### src/rtl/seq_pkg.sv
// seq_pkg: shared opcodes, state encoding, ALU and accumulator-source codes for instr_sequencer
package seq_pkg;
  localparam logic [3:0] OP_NOP = 4'h0;
  localparam logic [3:0] OP_LDI = 4'h1;
  localparam logic [3:0] OP_ADD = 4'h2;
  localparam logic [3:0] OP_SUB = 4'h3;
  localparam logic [3:0] OP_AND = 4'h4;
  localparam logic [3:0] OP_OR  = 4'h5;
  localparam logic [3:0] OP_XOR = 4'h6;
  localparam logic [3:0] OP_LD  = 4'h7;
  localparam logic [3:0] OP_ST  = 4'h8;
  localparam logic [3:0] OP_JMP = 4'h9;
  localparam logic [3:0] OP_JZ  = 4'hA;
  localparam logic [3:0] OP_JNZ = 4'hB;
  localparam logic [3:0] OP_HLT = 4'hF;
  localparam logic [2:0] ALU_ADD = 3'd0;
  localparam logic [2:0] ALU_SUB = 3'd1;
  localparam logic [2:0] ALU_AND = 3'd2;
  localparam logic [2:0] ALU_OR  = 3'd3;
  localparam logic [2:0] ALU_XOR = 3'd4;
  localparam logic [1:0] SRC_ALU  = 2'd0;
  localparam logic [1:0] SRC_IMM  = 2'd1;
  localparam logic [1:0] SRC_DMEM = 2'd2;
  typedef enum logic [2:0] {S_IDLE, S_FETCH, S_DECODE, S_EXEC, S_MEM, S_HALT} state_t;
  typedef enum logic [1:0] {NX_BOUNDARY, NX_MEM, NX_HALT} next_t;
endpackage

### src/rtl/seq_decode.sv
// seq_decode: combinational EXEC-cycle decode of the IR opcode (SEQ_ILLEGAL_TRAP_EN enables the C-E trap)
module seq_decode
  import seq_pkg::*;
(
  input  logic [3:0] i_opcode,
  input  logic       i_zero_flag,
  output logic       o_acc_we,
  output logic [1:0] o_acc_src,
  output logic [2:0] o_alu_op,
  output logic       o_dmem_re,
  output logic       o_dmem_we,
  output logic       o_pc_load,
  output logic       o_illegal,
  output next_t      o_next
);
  logic       w_alu;
  logic [3:0] w_alu_idx;
  assign w_alu     = (i_opcode >= OP_ADD) && (i_opcode <= OP_XOR);
  assign w_alu_idx = i_opcode - OP_ADD;
  // strobes, branch decision and where the FSM goes after EXEC
  always_comb begin
    o_acc_we  = w_alu || (i_opcode == OP_LDI);
    o_acc_src = (i_opcode == OP_LDI) ? SRC_IMM : SRC_ALU;
    o_alu_op  = w_alu ? w_alu_idx[2:0] : ALU_ADD;
    o_dmem_re = i_opcode == OP_LD;
    o_dmem_we = i_opcode == OP_ST;
    o_pc_load = (i_opcode == OP_JMP) || (i_opcode == OP_JZ && i_zero_flag) || (i_opcode == OP_JNZ && !i_zero_flag);
`ifdef SEQ_ILLEGAL_TRAP_EN
    o_illegal = (i_opcode >= 4'hC) && (i_opcode <= 4'hE);
`else
    o_illegal = 1'b0;
`endif
    o_next    = (i_opcode == OP_HLT || o_illegal) ? NX_HALT : (i_opcode == OP_LD) ? NX_MEM : NX_BOUNDARY;
  end
endmodule

### src/rtl/instr_sequencer.sv
// instr_sequencer: fetch/decode/execute controller owning pc and IR (illegal trap via SEQ_ILLEGAL_TRAP_EN)
module instr_sequencer
  import seq_pkg::*;
#(
  parameter int PC_W = 8,
  parameter int IW   = 12
) (
  input  logic            clk,
  input  logic            rst_n,
  input  logic            run,
  input  logic            zero_flag,
  output logic [PC_W-1:0] imem_addr,
  input  logic [IW-1:0]   imem_rdata,
  output logic [3:0]      ir_opcode,
  output logic [7:0]      ir_operand,
  output logic [2:0]      alu_op,
  output logic [1:0]      acc_src,
  output logic            acc_we,
  output logic            dmem_re,
  output logic            dmem_we,
  output logic [PC_W-1:0] pc,
  output logic            halted,
  output logic            illegal
);
  state_t          r_state;
  logic [PC_W-1:0] r_pc;
  logic [IW-1:0]   r_ir;
  logic            r_halted;
  logic            r_illegal;
  logic            w_acc_we;
  logic [1:0]      w_acc_src;
  logic [2:0]      w_alu_op;
  logic            w_dmem_re;
  logic            w_dmem_we;
  logic            w_pc_load;
  logic            w_illegal;
  next_t           w_next;
  logic            w_exec;
  logic            w_mem;

  seq_decode u_decode (
    .i_opcode   (r_ir[IW-1:IW-4]),
    .i_zero_flag(zero_flag),
    .o_acc_we   (w_acc_we),
    .o_acc_src  (w_acc_src),
    .o_alu_op   (w_alu_op),
    .o_dmem_re  (w_dmem_re),
    .o_dmem_we  (w_dmem_we),
    .o_pc_load  (w_pc_load),
    .o_illegal  (w_illegal),
    .o_next     (w_next)
  );

  assign w_exec     = r_state == S_EXEC;
  assign w_mem      = r_state == S_MEM;
  assign imem_addr  = r_pc;
  assign pc         = r_pc;
  assign ir_opcode  = r_ir[IW-1:IW-4];
  assign ir_operand = r_ir[7:0];
  assign acc_we     = (w_exec && w_acc_we) || w_mem;
  assign acc_src    = w_mem ? SRC_DMEM : w_exec ? w_acc_src : SRC_ALU;
  assign alu_op     = w_exec ? w_alu_op : ALU_ADD;
  assign dmem_re    = w_exec && w_dmem_re;
  assign dmem_we    = w_exec && w_dmem_we;
  assign halted     = r_halted;
  assign illegal    = r_illegal;

  // sequencer FSM; a branch load in EXEC overrides the increment done in DECODE
  always_ff @(posedge clk or negedge rst_n) begin
    if (!rst_n) begin
      r_state   <= S_IDLE;
      r_pc      <= '0;
      r_ir      <= '0;
      r_halted  <= 1'b0;
      r_illegal <= 1'b0;
    end else begin
      case (r_state)
        S_IDLE:   r_state <= run ? S_FETCH : S_IDLE;
        S_FETCH:  r_state <= S_DECODE;
        S_DECODE: begin
          r_ir    <= imem_rdata;
          r_pc    <= r_pc + 1'b1;
          r_state <= S_EXEC;
        end
        S_EXEC: begin
          if (w_pc_load) r_pc <= r_ir[PC_W-1:0];
          if (w_next == NX_HALT) begin
            r_halted  <= 1'b1;
            r_illegal <= w_illegal;
          end
          r_state <= (w_next == NX_HALT) ? S_HALT : (w_next == NX_MEM) ? S_MEM : run ? S_FETCH : S_IDLE;
        end
        S_MEM:    r_state <= run ? S_FETCH : S_IDLE;
        default:  r_state <= S_HALT;
      endcase
    end
  end
endmodule

### config.mk
export PLATFORM = sky130hd
export DESIGN_NAME = instr_sequencer
export DESIGN_NICKNAME = d
export VERILOG_FILES = /design/src/rtl/seq_pkg.sv /design/src/rtl/seq_decode.sv /design/src/rtl/instr_sequencer.sv
export SDC_FILE = /design/constraint.sdc
export NUM_CORES = 1
export LEC_CHECK = 0
export ABC_CLOCK_PERIOD_IN_PS = 2000
export BUFFER_PORTS_ARGS = -buffer_cell sky130_fd_sc_hd__buf_2
export CAP_MARGIN = 20
export CORE_MARGIN = 2
export CORE_UTILIZATION = 45
export DETAILED_ROUTE_END_ITERATION = 8
export HOLD_SLACK_MARGIN = 0.1
export PLACE_DENSITY = 0.75
export SLEW_MARGIN = 0
export SYNTH_ARGS = -nofsm -noshare
export SYNTH_HDL_FRONTEND = slang
export SYNTH_SLANG_ARGS = --single-unit
### constraint.sdc
create_clock -name clk -period 2 [get_ports clk]
set_input_delay 0.1 -clock clk [delete_from_list [all_inputs] [get_ports clk]]
set_output_delay 0.1 -clock clk [all_outputs]
set_load 0.05 [all_outputs]
---- Word level (Yosys, flattened, before mapping) ----
Index checks and enable logic that the tools add are counted.
storage, ports and cells
  logic and storage cells ................. 51
  input port bits ......................... 16
  output and inout bits ................... 38
  flip-flop bits (word level) ............. 24
cells by class
  equal/unequal tests ..................... 14
  mux-type cells .......................... 13
  add/sub/neg operators ................... 2
  reduce and logical (&&, ||, !) cells .... 16
  $lt $le $gt $ge ......................... 2
operator list
  operator             number
  $eq 4x4->1 const B   5
  $pmux 8 s2           1
  $mux 3               4
  $pmux 3 s4           1
  $add 8x1->8 const B  1
  $mux 8               1
  $eq 3x2->1 const B   2
  $logic_and 1x1->1    6
  $mux 2               3
  $eq 4x1->1 const B   1
  $eq 4x3->1 const B   1
  $ge 4x2->1 const B   1
  $le 4x3->1 const B   1
  $logic_or 1x1->1     4
  $reduce_and 2->1     2
  $eq 3x1->1 const B   1
  $eq 3x3->1 const B   1
  $logic_not 3->1      1
  $mux 1               3
  $sub 3x2->3 const B  1
  $eq 2x1->1 const B   1
  $eq 2x2->1 const B   1
  $ne 2x1->1 const B   1
  $reduce_bool 2->1    1
  2 further kinds      2

---- Longest topological paths before layout ----
Gate-level depths: netlist (run 1).
  depth in word-level cells ............... 7
  depth in mapped cells ................... 7
  depth with buffers taken out ............ 5

---- By module ----
A second synthesis (run 1) with hierarchy kept.
unflattened totals
  cells, all modules ...................... 154
  area total of the unflattened synthesis .. 1596.5 um2
modules (own cells, without submodules)
  module           seq. area each (um2)  area an instance (um2)  cells each  instances
  instr_sequencer  625.6                 1428.9                  128         1
  seq_decode       0.0                   167.7                   26          1

---- Worst setup path after synthesis (run 1) ----
Ideal clock, no wire load.
  path type ............................... reg-to-output
  start ................................... register r_ir[11]
  end ..................................... output port dmem_we
  cell stages (with the launch flop) ...... 3
  data required time ...................... 1.900 ns
  buffers on the path ..................... 0
  data arrival time ....................... 2.378 ns
  setup slack ............................. -0.478 ns
  cell sequence ........................... dfrtp_1 > nand4b_1 > nor4_1
between the ends
  word-level cells in the longest chain between the ends .. 2
RTL lines
  element                 line                   source
  from (decl)             instr_sequencer.sv:27  logic [IW-1:0] r_ir;
  from (signal assigned)  instr_sequencer.sv:81  r_ir <= imem_rdata;
  $eq 4x4->1              seq_decode.sv:26       o_dmem_we = i_opcode == OP_ST;
  $logic_and 1x1->1       instr_sequencer.sv:64  assign dmem_we = w_exec && w_dmem_we;
  to (decl)               instr_sequencer.sv:20  output logic dmem_we,
No other way between the ends.

---- Worst setup path in the final report (run 1) ----
  start ................................... register r_state[2]
  end ..................................... output port alu_op[0]
between the ends
  word-level cells in the longest chain between the ends .. 2
RTL lines
  element                 line                   source
  from (decl)             instr_sequencer.sv:25  state_t r_state;
  from (signal assigned)  instr_sequencer.sv:78  S_IDLE: r_state <= run ? S_FETCH : S_IDLE;
  from (signal assigned)  instr_sequencer.sv:91  r_state <= (w_next == NX_HALT) ? S_HALT : (w_next == NX_MEM) ? S_MEM : run ? S_FETCH : S_IDLE;
  from (signal assigned)  instr_sequencer.sv:93  S_MEM: r_state <= run ? S_FETCH : S_IDLE;
  $eq 3x2->1              instr_sequencer.sv:54  assign w_exec = r_state == S_EXEC;
  $mux 3                  instr_sequencer.sv:62  assign alu_op = w_exec ? w_alu_op : ALU_ADD;
  to (decl)               instr_sequencer.sv:16  output logic [2:0] alu_op,
No other way between the ends.

==> flow_summary.json, run 1 <==
{
  "status": "finished clean",
  "yosysSeqAreaShare": 0.441,
  "hold_viol_final": 0,
  "required_ns": 1.90,
  "routedWlPerCell_um": 13.7,
  "die_w_um": 59,
  "rsz0062_at_grt": "yes",
  "drt_wl_total_um": 3270,
  "antenna_left": 0,
  "fin_worst_skew_ns": 0.00544,
  "fp.dieH_um": 59,
  "ys_ff_latch": 24,
  "htreeDepth": 1,
  "max_freq_ghz": 0.508,
  "syn_area_per_cell_sq_um": 9.08,
  "min_period_ns": 1.97,
  "layout_common_cells": "buf_2 (48), nand2_1 (42), dfrtp_1 (21)",
  "slowest_delay_ns": 0.57,
  "period_share": 0.983,
  "drive_gt1_frac": 0.370,
  "r2r_slack_ns": 0.29,
  "rr_worst_depth": 5,
  "relSlewSlack": 0.642,
  "ys_warn_count": 0,
  "synthToLayoutAreaGrowth_pct": 33.1,
  "first_pass_iters": 4,
  "async_flop_share": 1.00,
  "crit_start": "r_state[2]",
  "final_core_util": 0.646,
  "rows": 19,
  "grt_overflow": 0,
  "cts-root-buf": "clkbuf_4",
  "io_buffers": 52,
  "gp_congestion": 0.791,
  "diodes": 0,
  "grt_pass1_vias": 1161,
  "via_per_inst": 5.39,
  "path_buf_inv": 1,
  "insertion_delay_ns": 0.31,
  "drc": 0,
  "initial_core_util": 0.485,
  "nets": 227,
  "r2r-start": "r_state[1]",
  "cts_buffers": 3,
  "cp_max_fo": 6,
  "ys_types": 43,
  "core_sq_mm": 0.00281,
  "antenna_found_initial": 0,
  "clockBufferDepth": 2,
  "r2r-end": "imem_addr[5]",
  "cap_violations": 0,
  "cts_tree": "yes",
  "path_depth": 4,
  "drt_iter0_markers": 26,
  "end_kind": "output port",
  "cts_num_sinks": 24,
  "dieArea_sq_mm": 0.00348,
  "syn_area_sq_mm": 0.00136,
  "grt_max_degree": 25,
  "dpl.hpwl_um": 2270,
  "critical_path.top_delay_family": "simple AND/OR/NAND/NOR gates",
  "synth_edf_count": 0,
  "cp_slowest_cell": "or4_4",
  "grt_pass1_wl_um": 5280,
  "drv_slew": 0,
  "path_cells": "nand3b_1, or4_4, nor2_1, buf_6",
  "critical_path.endpoint": "alu_op[0]",
  "fin_area_sq_mm": 0.00181,
  "hp-class": "primary input to asynchronous set/reset pin",
  "mostFrequentLayoutCell": "buf_2",
  "synth_nets": 168,
  "ys.flop_type": "dfrtp_1",
  "placed_area_sq_mm": 0.00158,
  "finalSetupViolCount": 0,
  "track_usage": 0.192,
  "critPathKind": "register to output port",
  "clkTransAtPathRegs_ns": 0.14,
  "cp-start-kind": "register",
  "ios": 54,
  "syn_inst": 150,
  "worstMarginPinSlew_ns": 0.538,
  "vias": 1289,
  "tns_ns": 0,
  "worstPathArrival_ns": 1.87
}
## area by class of cell
class	instances	area, sq um
Timing Repair Buffer	71	459
Inverter	5	18.8
Tap cell	31	38.8
Clock inverter	1	30.0
Sequential cell	24	604
Fill cell	242	993
Clock buffer	3	22.5
Multi-Input combinational cell	104	638
## routing by layer
metal	part of all wire	track usage	wire length [um]
met1	0.43	0.272	1420
met5	0	0	0
met4	0.013	0.0455	43
met3	0.038	0.0218	123
met2	0.51	0.314	1680
## synth_stat cells, types with 2 or more instances
master / instances / area share
ha_1: 2 / 0.018
and4_1: 2 / 0.013
dfrtp_1: 24 / 0.44
inv_1: 4 / 0.011
mux2i_1: 2 / 0.015
nor2_1: 7 / 0.019
a41oi_1: 2 / 0.013
buf_2: 4 / 0.015
buf_4: 12 / 0.066
nand2_1: 42 / 0.12
nand3b_1: 3 / 0.017
o22ai_1: 2 / 0.0092
a22oi_1: 4 / 0.022
o21ai_0: 8 / 0.029
nand4_1: 2 / 0.0092
o2bb2a_1: 2 / 0.015
nor3_1: 2 / 0.0074
## flip-flops by register name (all words and copies together) (netlist names)
name	cells
halted	1
imem_addr	8
r_ir	12
r_state	3
## cell families (layout without fill, tap and decap cells)
kind of cell               after synthesis  count (layout)  synth area share
and+or+nand+nor                         67              67             0.233
AOI/OAI and AO/OA                       29              29             0.164
DFF                                     24              24             0.441
buffers and inverters                   22              80             0.103
muxes                                    4               4            0.0312
adders and majority gates                2               2            0.0184
other                                    1               1           0.00275
xor gates and xnor gates                 1               1           0.00643
## metrics by stage
step | hold WS, ns | worst slack (ns) | std cells
finish | 0.300 | 0.0331 | 239
global route | 0.334 | -0.0171 | 239
CTS | 0.295 | 0.0333 | 238
detailed placement | 0.119 | 0.283 | 220
global placement | 0.106 | 0.336 | 220
floorplan | -0.196 | -0.275 | 150
## how the worst min path moves through the flow
| stage | startpoint | endpoint | slack [ns] | cells past startpoint |
|---|---|---|---|---|
| after floorplan | rst_n | halted | -0.20 | 0 |
| after global placement | rst_n | r_ir[9] | 0.11 | 1 |
| after detailed placement | rst_n | r_ir[8] | 0.12 | 1 |
| after CTS | rst_n | r_ir[4] | 0.30 | 2 |
| after global routing | rst_n | r_ir[4] | 0.33 | 2 |
| final | rst_n | r_ir[4] | 0.30 | 2 |
## worst register-to-register path: cells and delay by family, from the launching register on
family | cells | cell delay, ns
simple gates | 1 | 0.52
buf+inv | 2 | 0.32
flops | 1 | 0.48
compound gates | 2 | 0.34
## what timing repair did
| item | 4_1_cts | 5_1_grt |
|---|---|---|
| hold buffers | 14 | 0 |
| endpoints found under the setup margin | 4 | 4 |
| hold endpoints to repair | 37 | 0 |
| resized for setup | 7 | 5 |
| setup buffers | 0 | 1 |
Power of run 1 is not shown: default switching activity piles up to over one toggle a cycle in this logic, so the estimate is an artifact.
==> inputs of run 2 (changes only) <==
--- a/config.mk
+++ b/config.mk
@@ -13,6 +13,7 @@
 export DETAILED_ROUTE_END_ITERATION = 8
 export HOLD_SLACK_MARGIN = 0.1
 export PLACE_DENSITY = 0.75
+export SETUP_SLACK_MARGIN = 0.1
 export SLEW_MARGIN = 0
 export SYNTH_ARGS = -nofsm -noshare
 export SYNTH_HDL_FRONTEND = slang
==> flow_summary.json, run 2 (same netlist as run 1, synthesis figures left out) <==
{
  "status": "finished clean",
  "die_w_um": 59,
  "nets": 227,
  "path_buf_inv": 1,
  "routedWlPerCell_um": 14.0,
  "end_kind": "output port",
  "via_per_inst": 5.37,
  "first_pass_iters": 5,
  "grt_max_degree": 25,
  "rows": 19,
  "cts_num_sinks": 24,
  "cts_buffers": 3,
  "fin_worst_skew_ns": 0.00476,
  "largest_reg_flops": 12,
  "worst_slack_ns": 0.117,
  "fp.dieH_um": 59,
  "max_freq_ghz": 0.531,
  "drc": 0,
  "worstMarginPinSlew_ns": 0.533,
  "insertion_delay_ns": 0.31,
  "required_ns": 1.90,
  "critPathKind": "register to output port",
  "drive_gt1_frac": 0.394,
  "path_cells": "nand3b_1, or4_4, nor2_2, buf_6",
  "cts-root-buf": "clkbuf_4",
  "grt_pass1_wl_um": 5570,
  "dieArea_sq_mm": 0.00348,
  "finalSetupViolCount": 0,
  "worstPathArrival_ns": 1.78,
  "drv_slew": 0,
  "pre_cts_slack_ns": 0.293,
  "antenna_found_initial": 0,
  "critical_path.top_delay_family": "simple AND/OR/NAND/NOR gates",
  "min_period_ns": 1.88,
  "ios": 54,
  "drt_iter0_markers": 50,
  "mostFrequentLayoutCell": "buf_2",
  "cap_violations": 0,
  "grt_overflow": 0,
  "rsz0062_at_grt": "yes",
  "cp-start-kind": "register",
  "grt_pass1_vias": 1219,
  "track_usage": 0.206,
  "layout_common_cells": "buf_2 (47), nand2_1 (42), dfrtp_1 (19)",
  "hold_viol_final": 0,
  "cp_max_fo": 4,
  "initial_core_util": 0.485,
  "cp_slowest_cell": "or4_4",
  "top_register": "r_ir",
  "io_buffers": 52,
  "synthToLayoutAreaGrowth_pct": 33.9,
  "relSlewSlack": 0.645,
  "antenna_left": 0,
  "tns_ns": 0,
  "hp-class": "primary input to register",
  "slowest_delay_ns": 0.57,
  "dpl.hpwl_um": 2320,
  "vias": 1284,
  "core_sq_mm": 0.00281,
  "htreeDepth": 1,
  "clockBufferDepth": 2,
  "cts_tree": "yes",
  "diodes": 0,
  "drt_wl_total_um": 3350,
  "clkTransAtPathRegs_ns": 0.14,
  "gp_congestion": 0.799,
  "period_share": 0.942
}
run 2: final timing paths:
| check | from | cells past startpoint | endpoint | slack [ns] |
|---|---|---|---|---|
| setup / recovery | r_state[2] | 4 | alu_op[0] | 0.12 |
| min in group asynchronous | rst_n | 2 | r_ir[8] | 0.29 |
| max in group asynchronous | rst_n | 2 | r_state[0] | 1.33 |
| hold / removal | run | 3 | r_state[0] | 0.14 |
| hold reg to reg | halted | 1 | halted | 0.50 |
| setup reg to reg | r_state[2] | 5 | imem_addr[1] | 0.19 |
run 2: per-layer routing:
layer | vias up | routed length (um) | track usage
met2 | 37 | 1760 | 0.351
met3 | 2 | 106 | 0.0197
met4 | 0 | 27 | 0.0519
li1 | 628 | - | -
met1 | 617 | 1460 | 0.282
met5 | - | 0 | 0
run 2: worst reg2reg max path: stages (launching register included):
cell      delay [ns]
dfrtp_2         0.43
buf_4           0.16
nand4b_1        0.24
a211o_2         0.40
nand2_4         0.15
mux2_1          0.33
run 2: per-stage QoR:
step	hold slack (ns)	util	std cells	area, sq um
after floorplan	-0.196	-	150	1370
after global placement	0.108	0.561	219	1570
after detailed placement	0.123	0.561	219	1570
after CTS	0.137	0.640	238	1790
final	0.142	0.650	239	1820
after global routing	0.163	0.650	239	1820
run 2: area by class of cell:
cell class | count | area [sq um]
Clock buffer | 3 | 22.5
Clock inverter | 1 | 30.0
Fill cell | 236 | 982
Inverter | 5 | 18.8
Multi-Input combinational cell | 104 | 643
Sequential cell | 24 | 607
Tap cell | 31 | 38.8
Timing Repair Buffer | 71 | 463
run 2: repair_timing:
item	CTS	global route
gates cloned	0	0
pin swaps	0	0
gates resized for setup	10	7
endpoints found under the hold margin	36	0
hold buffers	13	0
setup endpoints to repair	5	5
buffers inserted	2	1
Power of run 2 is left out for the same reason.
